===== config.mk =====
export PLATFORM = sky130hd
export DESIGN_NAME = lsu_dmem_port_flat
export DESIGN_NICKNAME = d
export VERILOG_FILES = /design/src/rtl/lsu_dmem_port_if.sv /design/src/rtl/lsu_dmem_port.sv /design/src/flat_wrapper.sv
export SDC_FILE = /design/constraint.sdc
export NUM_CORES = 1
export LEC_CHECK = 0
export CORE_MARGIN = 2
export CORE_UTILIZATION = 47
export DETAILED_ROUTE_END_ITERATION = 8
export GPL_ROUTABILITY_DRIVEN = 0
export HOLD_SLACK_MARGIN = 0.03
export PLACE_DENSITY = 0.8
export RECOVER_POWER = 25
export SLEW_MARGIN = 25
export SYNTH_ARGS = -nofsm -noshare
export SYNTH_HDL_FRONTEND = slang
export SYNTH_SLANG_ARGS = --single-unit
export TNS_END_PERCENT = 50

===== constraint.sdc =====
create_clock -name clk -period 2.4 [get_ports clk]
set_clock_uncertainty 0.05 [all_clocks]
set_input_delay 0.48 -clock clk [delete_from_list [all_inputs] [get_ports clk]]
set_output_delay 0.48 -clock clk [all_outputs]
set_load 0.05 [all_outputs]

===== src/rtl/lsu_dmem_port_if.sv =====
`default_nettype none
// ============================================================================
// Module      : lsu_dmem_port_if
// Description : Bundle of the execute-side request/response handshake and the
//               word-addressed data-memory bus served by lsu_dmem_port.
// Revision    : 1.0 - initial release
// ============================================================================
interface lsu_dmem_port_if #(
    parameter int DATA_WIDTH = 32
);
    // Request from the execute stage
    logic                  req_valid;
    logic                  req_ready;
    logic                  req_store;
    logic [2:0]            req_funct3;
    logic [DATA_WIDTH-1:0] req_addr;
    logic [DATA_WIDTH-1:0] req_wdata;

    // Completion back to the execute stage
    logic                  rsp_valid;
    logic [DATA_WIDTH-1:0] rsp_rdata;
    logic                  rsp_err;

    // Word-addressed data memory
    logic [DATA_WIDTH-1:0] mem_addr;
    logic [DATA_WIDTH-1:0] mem_write_data;
    logic                  mem_write_en;
    logic [DATA_WIDTH-1:0] mem_read_data;

    // The load/store unit side
    modport slave (
        input  req_valid, req_store, req_funct3, req_addr, req_wdata,
        input  mem_read_data,
        output req_ready, rsp_valid, rsp_rdata, rsp_err,
        output mem_addr, mem_write_data, mem_write_en
    );

    // The execute stage plus memory side
    modport master (
        output req_valid, req_store, req_funct3, req_addr, req_wdata,
        output mem_read_data,
        input  req_ready, rsp_valid, rsp_rdata, rsp_err,
        input  mem_addr, mem_write_data, mem_write_en
    );
endinterface
`default_nettype wire


===== src/rtl/lsu_dmem_port.sv =====
`default_nettype none
// ============================================================================
// Module      : lsu_dmem_port
// Description : Single-outstanding load/store initiator for a word-addressed
//               data memory. Sub-word stores use read-modify-write; loads are
//               lane-extracted and sign/zero extended.
// Revision    : 1.0 - initial release
// ============================================================================
module lsu_dmem_port #(
    parameter int DATA_WIDTH = 32,
    parameter int MEM_WORDS  = 2048
) (
    input  wire logic        clk,
    input  wire logic        rst_n,
    lsu_dmem_port_if.slave   bus
);

    localparam logic [2:0] c_f3_b  = 3'b000;
    localparam logic [2:0] c_f3_h  = 3'b001;
    localparam logic [2:0] c_f3_w  = 3'b010;
    localparam logic [2:0] c_f3_bu = 3'b100;
    localparam logic [2:0] c_f3_hu = 3'b101;
    localparam logic [DATA_WIDTH-3:0] c_mem_words = (DATA_WIDTH-2)'(MEM_WORDS);

    typedef enum logic [2:0] {
        IDLE   = 3'd0,
        LOAD   = 3'd1,
        STORE  = 3'd2,
        RMW_RD = 3'd3,
        RMW_WR = 3'd4,
        RESP   = 3'd5
    } state_t;

    state_t                r_state;
    state_t                w_state_next;
    logic [DATA_WIDTH-1:0] r_addr;
    logic [2:0]            r_funct3;
    logic [DATA_WIDTH-1:0] r_wdata;
    logic [DATA_WIDTH-1:0] r_merge;
    logic [DATA_WIDTH-1:0] r_rsp_rdata;
    logic                  r_rsp_err;

    logic                  w_req_err;
    logic [7:0]            w_rd_byte;
    logic [15:0]           w_rd_half;
    logic [DATA_WIDTH-1:0] w_load_data;
    logic [4:0]            w_byte_shift;
    logic [4:0]            w_half_shift;
    logic [DATA_WIDTH-1:0] w_merged;
    logic                  w_mem_active;

    // Classify the incoming request as illegal (bad encoding, misaligned, out of range)
    always_comb begin
        w_req_err = 1'b0;
        case (bus.req_funct3)
            c_f3_b:  w_req_err = 1'b0;
            c_f3_h:  w_req_err = bus.req_addr[0];
            c_f3_w:  w_req_err = (bus.req_addr[1:0] != 2'b00);
            c_f3_bu: w_req_err = bus.req_store;
            c_f3_hu: w_req_err = bus.req_store | bus.req_addr[0];
            default: w_req_err = 1'b1;
        endcase
        if (bus.req_addr[DATA_WIDTH-1:2] >= c_mem_words) begin
            w_req_err = 1'b1;
        end
    end

    // State register
    always_ff @(posedge clk or negedge rst_n) begin
        if (!rst_n) begin
            r_state <= IDLE;
        end else begin
            r_state <= w_state_next;
        end
    end

    // Next-state decode; stores of a full word skip the read phase
    always_comb begin
        w_state_next = r_state;
        case (r_state)
            IDLE: begin
                if (bus.req_valid) begin
                    if (w_req_err)                     w_state_next = RESP;
                    else if (!bus.req_store)           w_state_next = LOAD;
                    else if (bus.req_funct3 == c_f3_w) w_state_next = STORE;
                    else                               w_state_next = RMW_RD;
                end
            end
            LOAD, STORE, RMW_WR: w_state_next = RESP;
            RMW_RD:              w_state_next = RMW_WR;
            RESP:                w_state_next = IDLE;
            default:             w_state_next = IDLE;
        endcase
    end

    // Pick the addressed byte and half out of the memory read word
    always_comb begin
        w_rd_byte = bus.mem_read_data[7:0];
        w_rd_half = r_addr[1] ? bus.mem_read_data[31:16] : bus.mem_read_data[15:0];
        case (r_addr[1:0])
            2'b00:   w_rd_byte = bus.mem_read_data[7:0];
            2'b01:   w_rd_byte = bus.mem_read_data[15:8];
            2'b10:   w_rd_byte = bus.mem_read_data[23:16];
            default: w_rd_byte = bus.mem_read_data[31:24];
        endcase
    end

    // Extend the selected lane according to the load width
    always_comb begin
        w_load_data = '0;
        case (r_funct3)
            c_f3_b:  w_load_data = {{(DATA_WIDTH-8){w_rd_byte[7]}}, w_rd_byte};
            c_f3_h:  w_load_data = {{(DATA_WIDTH-16){w_rd_half[15]}}, w_rd_half};
            c_f3_w:  w_load_data = bus.mem_read_data;
            c_f3_bu: w_load_data = {{(DATA_WIDTH-8){1'b0}}, w_rd_byte};
            c_f3_hu: w_load_data = {{(DATA_WIDTH-16){1'b0}}, w_rd_half};
            default: w_load_data = '0;
        endcase
    end

    // Merge store data into the previously read word for SB/SH
    always_comb begin
        w_byte_shift = {r_addr[1:0], 3'b000};
        w_half_shift = {r_addr[1], 4'b0000};
        if (r_funct3 == c_f3_b) begin
            w_merged = (r_merge & ~(DATA_WIDTH'(8'hFF) << w_byte_shift))
                     | (DATA_WIDTH'(r_wdata[7:0]) << w_byte_shift);
        end else begin
            w_merged = (r_merge & ~(DATA_WIDTH'(16'hFFFF) << w_half_shift))
                     | (DATA_WIDTH'(r_wdata[15:0]) << w_half_shift);
        end
    end

    // Request capture, read-data capture and the registered response
    always_ff @(posedge clk or negedge rst_n) begin
        if (!rst_n) begin
            r_addr      <= '0;
            r_funct3    <= '0;
            r_wdata     <= '0;
            r_merge     <= '0;
            r_rsp_rdata <= '0;
            r_rsp_err   <= 1'b0;
        end else begin
            case (r_state)
                IDLE: begin
                    if (bus.req_valid) begin
                        r_addr      <= bus.req_addr;
                        r_funct3    <= bus.req_funct3;
                        r_wdata     <= bus.req_wdata;
                        r_rsp_err   <= w_req_err;
                        r_rsp_rdata <= '0;
                    end
                end
                LOAD:    r_rsp_rdata <= w_load_data;
                RMW_RD:  r_merge     <= bus.mem_read_data;
                RESP: begin
                    r_rsp_rdata <= '0;
                    r_rsp_err   <= 1'b0;
                end
                default: ;
            endcase
        end
    end

    assign w_mem_active = (r_state == LOAD) || (r_state == STORE) ||
                          (r_state == RMW_RD) || (r_state == RMW_WR);

    assign bus.req_ready      = (r_state == IDLE);
    assign bus.rsp_valid      = (r_state == RESP);
    assign bus.rsp_rdata      = r_rsp_rdata;
    assign bus.rsp_err        = r_rsp_err;
    assign bus.mem_addr       = w_mem_active ? {2'b00, r_addr[DATA_WIDTH-1:2]} : '0;
    assign bus.mem_write_en   = (r_state == STORE) || (r_state == RMW_WR);
    assign bus.mem_write_data = (r_state == STORE)  ? r_wdata  :
                                (r_state == RMW_WR) ? w_merged : '0;

endmodule
`default_nettype wire


===== src/flat_wrapper.sv =====
// flat-port wrapper written by rule: the top's interface ports become plain ports
module lsu_dmem_port_flat 
#(
    parameter int DATA_WIDTH = 32,
    parameter int MEM_WORDS  = 2048
)
  (clk, rst_n, bus_req_valid, bus_req_store, bus_req_funct3, bus_req_addr, bus_req_wdata, bus_mem_read_data, bus_req_ready, bus_rsp_valid, bus_rsp_rdata, bus_rsp_err, bus_mem_addr, bus_mem_write_data, bus_mem_write_en);
  lsu_dmem_port_if #(.DATA_WIDTH(DATA_WIDTH)) bus_i ();
  input  wire logic clk;
  input  wire logic rst_n;
  input wire logic [$bits(bus_i.req_valid)-1:0] bus_req_valid;
  input wire logic [$bits(bus_i.req_store)-1:0] bus_req_store;
  input wire logic [$bits(bus_i.req_funct3)-1:0] bus_req_funct3;
  input wire logic [$bits(bus_i.req_addr)-1:0] bus_req_addr;
  input wire logic [$bits(bus_i.req_wdata)-1:0] bus_req_wdata;
  input wire logic [$bits(bus_i.mem_read_data)-1:0] bus_mem_read_data;
  output wire logic [$bits(bus_i.req_ready)-1:0] bus_req_ready;
  output wire logic [$bits(bus_i.rsp_valid)-1:0] bus_rsp_valid;
  output wire logic [$bits(bus_i.rsp_rdata)-1:0] bus_rsp_rdata;
  output wire logic [$bits(bus_i.rsp_err)-1:0] bus_rsp_err;
  output wire logic [$bits(bus_i.mem_addr)-1:0] bus_mem_addr;
  output wire logic [$bits(bus_i.mem_write_data)-1:0] bus_mem_write_data;
  output wire logic [$bits(bus_i.mem_write_en)-1:0] bus_mem_write_en;
  assign bus_i.req_valid = bus_req_valid;
  assign bus_i.req_store = bus_req_store;
  assign bus_i.req_funct3 = bus_req_funct3;
  assign bus_i.req_addr = bus_req_addr;
  assign bus_i.req_wdata = bus_req_wdata;
  assign bus_i.mem_read_data = bus_mem_read_data;
  assign bus_req_ready = bus_i.req_ready;
  assign bus_rsp_valid = bus_i.rsp_valid;
  assign bus_rsp_rdata = bus_i.rsp_rdata;
  assign bus_rsp_err = bus_i.rsp_err;
  assign bus_mem_addr = bus_i.mem_addr;
  assign bus_mem_write_data = bus_i.mem_write_data;
  assign bus_mem_write_en = bus_i.mem_write_en;
  lsu_dmem_port #(.DATA_WIDTH(DATA_WIDTH), .MEM_WORDS(MEM_WORDS)) u_core (.clk(clk), .rst_n(rst_n), .bus(bus_i));
endmodule

**After elaboration in Yosys (flattened, before gate mapping)**

Index checks and enable logic that the tools add are counted.

- Order comparisons: 1
- Eq/ne operators: 16
- Shifts and indexed selects: 4
- Multiplexer cells: 18
- Bitwise gates (word level): 7
- Reduce and logical (&&, ||, !) cells: 15

Operator list:

| cell | number |
|---|---|
| $pmux W32 S5 | 1 |
| $mux W32 | 4 |
| $pmux W32 S3 | 1 |
| $and A32 B32 Y32 | 2 |
| $not A32 Y32 | 2 |
| $or A32 B32 Y32 | 2 |
| $shl A16 B5 Y32 | 1 |
| $shl A16 B5 Y32 const A | 1 |
| $shl A8 B5 Y32 | 1 |
| $shl A8 B5 Y32 const A | 1 |
| $ge A30 B12 Y1 const B | 1 |
| $mux W30 | 1 |
| $pmux W8 S3 | 1 |
| $eq A3 B3 Y1 const B | 6 |
| $mux W16 | 1 |
| $eq A3 B2 Y1 const B | 4 |
| $eq A3 B1 Y1 const B | 3 |
| $logic_not A3 Y1 | 3 |
| $mux W3 | 3 |
| $pmux W3 S3 | 1 |
| $reduce_and A2 Y1 | 3 |
| $pmux W1 S5 | 1 |
| $logic_or A1 B1 Y1 | 4 |
| $reduce_bool A2 Y1 | 2 |
| other kinds (9) | 11 |

- Register bits: 135
- Bits of input ports: 103
- Output and inout bits: 100

**Depth between registers and ports, before layout**

- Depth in word-level cells: 7
- Mapped depth: 7
- Gate-level depth less buffers: 4

**Least setup slack after synthesis**

OpenSTA, ideal clock, no wires.

- Path kind: reg-to-output
- Start point: reg u_core.r_funct3[1]
- End point: out bus_mem_write_data[30]
- Arrival: 2.551 ns
- Data required time: 1.870 ns
- Path slack: -0.681 ns
- Stages on the path, launching flop included: 7
- Cell sequence: dfrtp_1 -> buf_2 -> nor3_1 -> clkbuf_1 -> o21ai_0 -> a31o_2 -> o21ai_0

- Cells in the longest elaborated chain, start to end: 4

Ends and longest elaborated chain:

| what | RTL line | text |
|---|---|---|
| from (decl) | lsu_dmem_port.sv:37 | `logic [2:0] r_funct3;` |
| from (signal assigned) | lsu_dmem_port.sv:148 | `r_funct3 <= bus.req_funct3;` |
| $logic_not A3 Y1 | lsu_dmem_port.sv:125 | `if (r_funct3 == c_f3_b) begin` |
| $mux W32 | lsu_dmem_port.sv:125 |  |
| $mux W32 | lsu_dmem_port.sv:175 | `(r_state == RMW_WR) ? w_merged : '0;` |
| $mux W32 | lsu_dmem_port.sv:174 | `assign bus.mem_write_data = (r_state == STORE) ? r_wdata :` |
| to (decl) | flat_wrapper.sv:22 | `output wire logic [$bits(bus_i.mem_write_data)-1:0] bus_mem_write_data;` |

No other way between the ends.

**Worst setup path in the final report**

- Start point: reg u_core.r_funct3[1]
- End point: out bus_mem_write_data[10]

The elaborated chain is that of the path after synthesis.

==> run summary <==
* Synth area leader: sky130_fd_sc_hd__dfrtp_1
* run status: finished, violations left
* fraction of synthesis flops using an asynchronous set or reset pin: 1.000
* placement-stage cell area: 0.009803 mm2
* total design power: 0.01776 W
* classification of the worst setup path: register to primary output
* number of enable flip-flop cells after synthesis: 0
* max_slew headroom: 0.3946
* Final Cycle Share: 1.150
* Layout Cells excl Fill: 1128
* Boundary Pins: 203
* sequential share of the synthesized area: 0.5113
* Nets: 1041
* total of flip-flops plus latches after synthesis: 135
* Die Outline Area: 0.01502 mm2
* Root Buffer Master: sky130_fd_sc_hd__clkbuf_16
* via count of the first global-routing pass: 6729
* crit path launch type: register
* dominant register cell in the synthesized netlist: sky130_fd_sc_hd__dfrtp_1
* deepest level of the CTS H-tree: 4
* hold slack final: 0.4233 ns
* depth of the worst hold-timing path: 2
* Port Buffer Count: 200
* maximum number of buffers from clock root to sink: 2
* final total negative setup slack: -10.52 ns
* Worst Path Buf+Inv: 3
* Gate Count Post-Synth: 696
* largest cells by area after synthesis: sky130_fd_sc_hd__dfrtp_1, sky130_fd_sc_hd__nand2_1, sky130_fd_sc_hd__mux2_2, sky130_fd_sc_hd__o21ai_0, sky130_fd_sc_hd__and2_1
* Mean Syn Cell Area: 9.494 um2
* worst slew pin tran: 0.9082 ns
* total vias in the final route: 7170
* cell area after technology mapping: 0.006608 mm2
* CTS tree: yes
* logic depth of the worst setup path including buffers: 7
* Leak Pwr: 5.014 nW
* violated checks: setup timing
* Max-Cap Viols: 0
* clock-pin slew on the worst setup and hold paths: 0.06 ns
* clock insertion delay at the later pin of the skew report: 0.42 ns
* unrepaired setup endpoints after global routing: true
* Crit path required time: 1.87 ns
* Finish-stage setup viols: 62
* CORE AREA: 0.01383 mm2
* number of vias per cell after detailed routing: 6.356
* slack of the critical path: -0.3597 ns
* placed wire-length estimate after detailed placement: 16270 um
* number of max-slew violations in the final report: 0
* number of core rows: 43
* Hold Violations, Final: 0
* total routing usage reported by global routing: 0.3260
* Worst path top cell family by delay: buffers and inverters
* critical-path cell list: nor3_4 > buf_6 > a21oi_4 > buf_4 > o21ai_2 > a32oi_4 > buf_12
* slowest cell on the critical path: sky130_fd_sc_hd__dfrtp_2
* largest net degree at the start of global routing: 61
* Ys Warns: 0
* Total Routed Length: 28950 um
* IR Drop Worst-Case VDD: 0.9549 mV
* DR DRC count: 0
* final std cell area, no fill: 0.01122 mm2
* initial antenna violation count: 1
* power per standard cell area: 1584 mW/mm2
* first-pass detailed-route iteration total: 7
* maximum clock rate: 362.4 MHz
* die boundary width: 122.6 um
* global-route wire length before repair: 36740 um
* Avg WL per Cell: 25.66 um
* area overhead of the layout relative to synthesis: 69.74%
* layout cells sized above 1: 0.3664
* Num CTS Buffers: 17
* Hold WC Path Type: register to register
* Initial Utilization: 0.4779
* DRT iter0 DRCs: 1273
* grt ovf: 0
* crit path DAT: 2.23 ns
* number of placed instances with taps included: 1066
* antenna violation net count after detailed routing: 0
* Register-to-Register Path Depth: 6
* count of distinct cell types in the synthesized netlist: 52
* height of the chip: 122.6 um
* Max FO, Critical Path: 7
* slowest cell delay on critical path: 0.47 ns
* final period demand of the worst path: 2.760 ns
* clock sink total: 135
* kind of end point of the critical path: primary output
* area share of the leading cell type in the synthesized netlist: 0.5113
==> area by class of cell <==
| class | count | area [um2] |
|---|---|---|
| inverter | 10 | 41.29 |
| tap | 180 | 225.2 |
| multi-input combinational | 505 | 3705 |
| fill | 702 | 2611 |
| clock inverter | 3 | 40.04 |
| timing repair inverter | 1 | 7.507 |
| antenna | 1 | 2.502 |
| clock buffer | 25 | 525.5 |
| sequential | 135 | 3386 |
| timing repair buffer | 268 | 3283 |
==> per-layer routing <==
metal / wire length [um] / up-vias / part of all wire / track usage
li1: - / 2883 / - / -
met1: 10020 / 3425 / 0.35 / 0.4097
met2: 13700 / 647 / 0.47 / 0.5323
met3: 3063 / 215 / 0.11 / 0.07621
met4: 2163 / 0 / 0.075 / 0.1566
met5: 0 / - / 0 / 0
==> registers in the layout, summed over array words and instances (netlist names) <==
register,flops
u_core.bus.rsp_err,1
u_core.r_addr,32
u_core.r_funct3,3
u_core.r_state,3
u_core.r_merge,32
u_core.r_wdata,32
u_core.bus.rsp_rdata,32
==> cells in the final DEF (no fill, tap or decap), drive strengths merged, types with 2 or more instances in the layout <==
cell and instances:
clkinv 3, nand2 249, a22o 8, nor4b 2, conb 2, clkbuf 30
nor4 4, o21ai 48, inv 8, or3 3, mux4 7, a32oi 10
clkinvlp 2, or3b 2, nor2 15, nor3b 2, and3 2, nand3 2
and2 31, mux2i 9, a211o 7, mux2 33, a21oi 14, buf 128
o31ai 2, a21o 3, nor3 7, dfrtp 135, a222oi 6, a221o 17
a31o 8, clkdlybuf4s50 134
==> stage by stage <==
| step | setup WS, ns | utilization |
|---|---|---|
| after floorplan | -0.2421 | - |
| after global placement | 0.1453 | 0.7090 |
| after detailed placement | 0.08822 | 0.7090 |
| after CTS | -0.2194 | 0.7660 |
| after global routing | -0.3835 | 0.8111 |
| final | -0.3597 | 0.8111 |
==> worst paths after layout <==
check	slack, ns	startpoint	to
max in group asynchronous	0.24	rst_n	u_core.r_funct3[2]
hold reg to reg	0.42	u_core.r_addr[29]	u_core.r_addr[29]
setup reg to reg	0.10	u_core.r_addr[1]	u_core.bus.rsp_rdata[17]
setup / recovery	-0.36	u_core.r_funct3[1]	bus_mem_write_data[10]
hold / removal	0.42	u_core.r_addr[29]	u_core.r_addr[29]
min in group asynchronous	0.69	rst_n	u_core.r_addr[12]
==> power by group <==
part	switching, W	internal [W]
clock	0.000969	0.00159
sequential	0.000902	0.00311
combinational	0.00641	0.00478
total	0.00828	0.00949
==> worst min-delay path, stage by stage, from the launching register on <==
cell and delay [ns]:
sky130_fd_sc_hd__dfrtp_1 0.34, sky130_fd_sc_hd__nand2_1 0.05, sky130_fd_sc_hd__nand2_1 0.05
==> timing repair <==
action | 4_1_cts | 5_1_grt
buffers inserted | 6 | 22
gates resized for setup | 48 | 111
pin swaps | 11 | 52
hold buffers | 1 | 0
setup endpoints to repair | 62 | 68
gates cloned | 1 | 4
endpoints found under the hold margin | 35 | 0
==> synthesized netlist by cell type (2+ instances only) <==
| master | instances |
|---|---|
| sky130_fd_sc_hd__a211o_1 | 7 |
| sky130_fd_sc_hd__a21o_1 | 3 |
| sky130_fd_sc_hd__a21oi_1 | 13 |
| sky130_fd_sc_hd__a221o_1 | 8 |
| sky130_fd_sc_hd__a221o_2 | 9 |
| sky130_fd_sc_hd__a222oi_1 | 6 |
| sky130_fd_sc_hd__a22o_1 | 8 |
| sky130_fd_sc_hd__a31o_2 | 8 |
| sky130_fd_sc_hd__a32oi_1 | 10 |
| sky130_fd_sc_hd__and2_1 | 31 |
| sky130_fd_sc_hd__and3_1 | 2 |
| sky130_fd_sc_hd__buf_2 | 7 |
| sky130_fd_sc_hd__buf_4 | 3 |
| sky130_fd_sc_hd__buf_6 | 2 |
| sky130_fd_sc_hd__clkbuf_1 | 34 |
| sky130_fd_sc_hd__dfrtp_1 | 135 |
| sky130_fd_sc_hd__inv_1 | 9 |
| sky130_fd_sc_hd__mux2_2 | 33 |
| sky130_fd_sc_hd__mux2i_1 | 9 |
| sky130_fd_sc_hd__mux4_2 | 7 |
| sky130_fd_sc_hd__nand2_1 | 249 |
| sky130_fd_sc_hd__nand3_1 | 2 |
| sky130_fd_sc_hd__nor2_1 | 15 |
| sky130_fd_sc_hd__nor3_1 | 6 |
| sky130_fd_sc_hd__nor3b_1 | 2 |
| sky130_fd_sc_hd__nor4_1 | 4 |
| sky130_fd_sc_hd__nor4b_1 | 2 |
| sky130_fd_sc_hd__o21ai_0 | 46 |
| sky130_fd_sc_hd__o31ai_1 | 2 |
| sky130_fd_sc_hd__or3_4 | 2 |
==> kinds of logic (layout without fill, tap and decap cells) <==
kind of cell           Yosys count  after routing  share of synthesized area
AO/OA/AOI/OAI                  129            129                     0.1460
multiplexers                    49             49                    0.09373
AND/OR/NAND/NOR                325            325                     0.2108
other                            1              3                  0.0005675
buffers and inverters           57            307                    0.03768
flip-flops                     135            135                     0.5113
Power figures use the tool's default switching activity.
==> variant 1: new RTL, same settings <==
Reset style: synchronous (`rst_n`), changed in 2 clocked blocks.
--- a/src/rtl/lsu_dmem_port.sv
+++ b/src/rtl/lsu_dmem_port.sv
@@ -66,7 +66,7 @@
     end
 
     // State register
-    always_ff @(posedge clk or negedge rst_n) begin
+    always_ff @(posedge clk) begin
         if (!rst_n) begin
             r_state <= IDLE;
         end else begin
@@ -132,7 +132,7 @@
     end
 
     // Request capture, read-data capture and the registered response
-    always_ff @(posedge clk or negedge rst_n) begin
+    always_ff @(posedge clk) begin
         if (!rst_n) begin
             r_addr      <= '0;
             r_funct3    <= '0;
Formal check against the unedited RTL: differs if rst_n is asserted again (counterexample within 4 cycles, from zero or initial values and one cycle with rst_n low); with rst_n held inactive, the same outputs for 4 cycles.
==> variant 1 against the original RTL <==
Critical endpoint is now bus_mem_write_data[19]. Worst setup slack improved by 0.14 ns. The flow still finishes with violations (setup timing). Sequential cell count unchanged. Final area decreased by 6.2%. Global-route usage decreased by 1.7 points. Routed wire length decreased by 18%. Area after synthesis decreased by 3.0%.
Power is not compared: it rests on default switching activity, and its combinational part moved more than twofold at a synthesized area within 25%.
==> variant 1: results (changes against the original RTL) <==
[place]
placedInstanceArea_um2 = 9320  ; -4.9%
dp_hpwl_um = 15600  ; -4.3%
dp_slack_ns = -0.124  ; -0.213 ns

[global_route]
grt_pass1_wl_um = 35000  ; -4.8%
grt_max_degree = 60  ; -1.6%
use_met3_pct = 9.06  ; +1.4 points
grtUsageTotal_pct = 30.9  ; -1.7 points
met2_usage_pct = 48.4  ; -4.9 points
grt_pass1_vias = 6393  ; -5.0%

[setup_path]
critPathArrivalTime_ns = 2.09  ; -0.14 ns
worstPathMaxFanout = 6  ; -1
r2r-start = u_core.r_state[1]$_SDFFE_PN0P_
rrSetupSlack_ns = 0.42  ; +0.32 ns
crit_family = simple AND/OR/NAND/NOR gates
slowest_delay_ns = 0.44  ; -0.03 ns

[yosys]
synth.distinct_cells = 59  ; +13%
synth_area_leaders = dfxtp_1, nand2_1, a21boi_0, and3_1, o21ai_0
synth-main-ff-cell = dfxtp_1
ys_seq_area_share_pct = 42.2  ; -8.9 points
synth_compound_gate_area_share_pct = 26.8  ; +12 points
syn_avg_cell_area_um2 = 8.43  ; -11%

[sta]
setup-tns-final_ns = -4.51  ; +6.01 ns
setup_viol = 32  ; -48%
fin_ws_ns = -0.217  ; +0.143 ns

[final_layout]
final-clk-cell-share_pct = 6.09  ; +1.0 points
nClkBuffers = 20  ; -20%
layout.nets = 1078  ; +3.6%
syn2layout_area_growth_pct = 64.3
seqCellArea_um2 = 2720  ; -20%
multi_input_area_share_pct = 35.9  ; +2.9 points
fin_util_pct = 79.1  ; -2.0 points
fillCellCount = 807  ; +15%
layout.cells.non_filler = 1164  ; +3.2%
antenna_cells = 0  ; -1
buffers = 257  ; -4.1%
drive_gt1_share_pct = 27.5  ; -9.1 points
nMultiInputCombCells = 560  ; +11%
nonClkBufAreaFrac_pct = 29.8  ; +0.53 points

[power]
finalPower_w = 0.00682

[outcome]
violations = setup timing
outcome = finished with violations

[routing]
wl_met3_um = 2250  ; -27%

[variant 1: worst min-delay path by stage]
stage	slack, ns	start	cells after the start	endpoint
after global placement	0.39	u_core.r_addr[26]$_SDFFE_PN0P_	2	u_core.r_addr[26]$_SDFFE_PN0P_
after detailed placement	0.39	u_core.r_addr[30]$_SDFFE_PN0P_	2	u_core.r_addr[30]$_SDFFE_PN0P_
final	0.40	u_core.r_addr[30]$_SDFFE_PN0P_	2	u_core.r_addr[30]$_SDFFE_PN0P_
after CTS	0.40	u_core.r_addr[30]$_SDFFE_PN0P_	2	u_core.r_addr[30]$_SDFFE_PN0P_
after global routing	0.42	u_core.r_addr[31]$_SDFFE_PN0P_	2	u_core.r_addr[31]$_SDFFE_PN0P_
after floorplan	0.38	u_core.r_addr[25]$_SDFFE_PN0P_	2	u_core.r_addr[25]$_SDFFE_PN0P_
==> variant 2: new RTL, same settings <==
Without the edit above. `DATA_WIDTH` is set to 32 in 3 places; all go to 36.
--- a/src/rtl/lsu_dmem_port_if.sv
+++ b/src/rtl/lsu_dmem_port_if.sv
@@ -6,7 +6,7 @@
 // Revision    : 1.0 - initial release
 // ============================================================================
 interface lsu_dmem_port_if #(
-    parameter int DATA_WIDTH = 32
+    parameter int DATA_WIDTH = 36
 );
     // Request from the execute stage
     logic                  req_valid;
--- a/src/rtl/lsu_dmem_port.sv
+++ b/src/rtl/lsu_dmem_port.sv
@@ -7,7 +7,7 @@
 // Revision    : 1.0 - initial release
 // ============================================================================
 module lsu_dmem_port #(
-    parameter int DATA_WIDTH = 32,
+    parameter int DATA_WIDTH = 36,
     parameter int MEM_WORDS  = 2048
 ) (
     input  wire logic        clk,
--- a/src/flat_wrapper.sv
+++ b/src/flat_wrapper.sv
@@ -1,7 +1,7 @@
 // flat-port wrapper written by rule: the top's interface ports become plain ports
 module lsu_dmem_port_flat 
 #(
-    parameter int DATA_WIDTH = 32,
+    parameter int DATA_WIDTH = 36,
     parameter int MEM_WORDS  = 2048
 )
   (clk, rst_n, bus_req_valid, bus_req_store, bus_req_funct3, bus_req_addr, bus_req_wdata, bus_mem_read_data, bus_req_ready, bus_rsp_valid, bus_rsp_rdata, bus_rsp_err, bus_mem_addr, bus_mem_write_data, bus_mem_write_en);
Interface: changed (6 resized); port bits go from 203 to 227. No check against the original RTL was run, so the function may have changed too.
==> variant 2 against the original RTL <==
The run ends with capacitance limit, slew limit, setup timing left. Final area increased by 8.6%. Sequential cell count is 16 higher. Power rose by 11%. Worst setup slack gained 0.12 ns. Global-route usage shrank 2.5 points. Die area is 14% higher. Routed wire length fell by 10%. Area after synthesis up 15%.
==> variant 2: results (changes against the original RTL) <==
[final_layout]
multi_input_area_share_pct = 31.9  ; -1.2 points
nFlopsAndLatches = 151  ; +12%
fillCellCount = 898  ; +28%
buffers = 290  ; +8.2%
nClkBuffers = 24  ; -4.0%

[power]
peakVddDrop_v = 0.00150  ; +57%
finalPower_w = 0.0198  ; +11%
power_leakage_nw = 5.11  ; +2.0%
p_clk_w = 0.00283  ; +11%
p_int_w = 0.0112  ; +18%

[setup_path]
critPathLaunch = u_core.r_funct3[2]$_DFFE_PN0P_
critPathArrivalTime_ns = 2.11  ; -0.12 ns
worstRegToRegCells = 5  ; -1
reg2reg_to = u_core.bus.rsp_rdata[12]$_DFFE_PN0P_
endpoint = bus_mem_write_data[7]

[global_route]
grt_max_degree = 59  ; -3.3%
grt_pass1_vias = 6662  ; -1.0%
use_met1_pct = 37.7  ; -3.2 points
use_met3_pct = 10.5  ; +2.9 points
grt_pass1_wl_um = 38400  ; +4.4%
met2_usage_pct = 47.5  ; -5.8 points
antenna_found_initial = 0  ; -1

[place]
dp_hpwl_um = 18200  ; +12%

[sta]
setup_viol = 66  ; +6.5%
fin_ws_ns = -0.239  ; +0.121 ns
maxSlewViolCount = 58  ; +58

[yosys]
synth_area_leaders = dfrtp_1, mux2_2, o2bb2ai_1, and2_1, buf_6
synth.distinct_cells = 47  ; -9.6%

[hold_path]
hold_depth = 1  ; -1
min_to = u_core.bus.rsp_rdata[25]$_DFFE_PN0P_

[clocking]
cts_resized = 92  ; +92%

[outcome]
violations = capacitance limit, slew limit, setup timing
outcome = finished with violations

[routing]
wl_met3_um = 2340  ; -24%
route.met2.wl_um = 12700  ; -7.3%
wirelength_met1_um = 10000  ; -0.24%

[flow_run]
drv_cap = 1  ; +1

==> variant 2: worst max-delay path, stage by stage, from the launching register on <==
cell	delay [ns]
dfrtp_1	0.39
nor3_2	0.21
buf_6	0.18
buf_12	0.16
a21oi_4	0.07
a21o_4	0.27
a22o_4	0.25
buf_12	0.15
==> variant 2: kinds of logic (layout without fill, tap and decap cells) <==
kind of cell           after synthesis  in the layout
AND/OR/NAND/NOR                    115            115
multiplexers                       136            136
flip-flops                         151            151
buffers and inverters               57            332
other                                1              2
AO/OA/AOI/OAI                      142            142
==> variant 2: per-stage QoR <==
stage                     worst slack (ns)  setup TNS (ns)  hold slack [ns]  util, %  std cells
after floorplan                     -0.308           -2.18            0.134        -        603
after global placement               0.102               0            0.425     68.9       1047
after detailed placement            0.0200               0            0.423     68.9       1047
after CTS                           -0.180           -4.93            0.443     75.4       1085
after global routing                -0.293          -15.28            0.451     77.0       1094
final                               -0.239           -9.11            0.441     77.0       1094
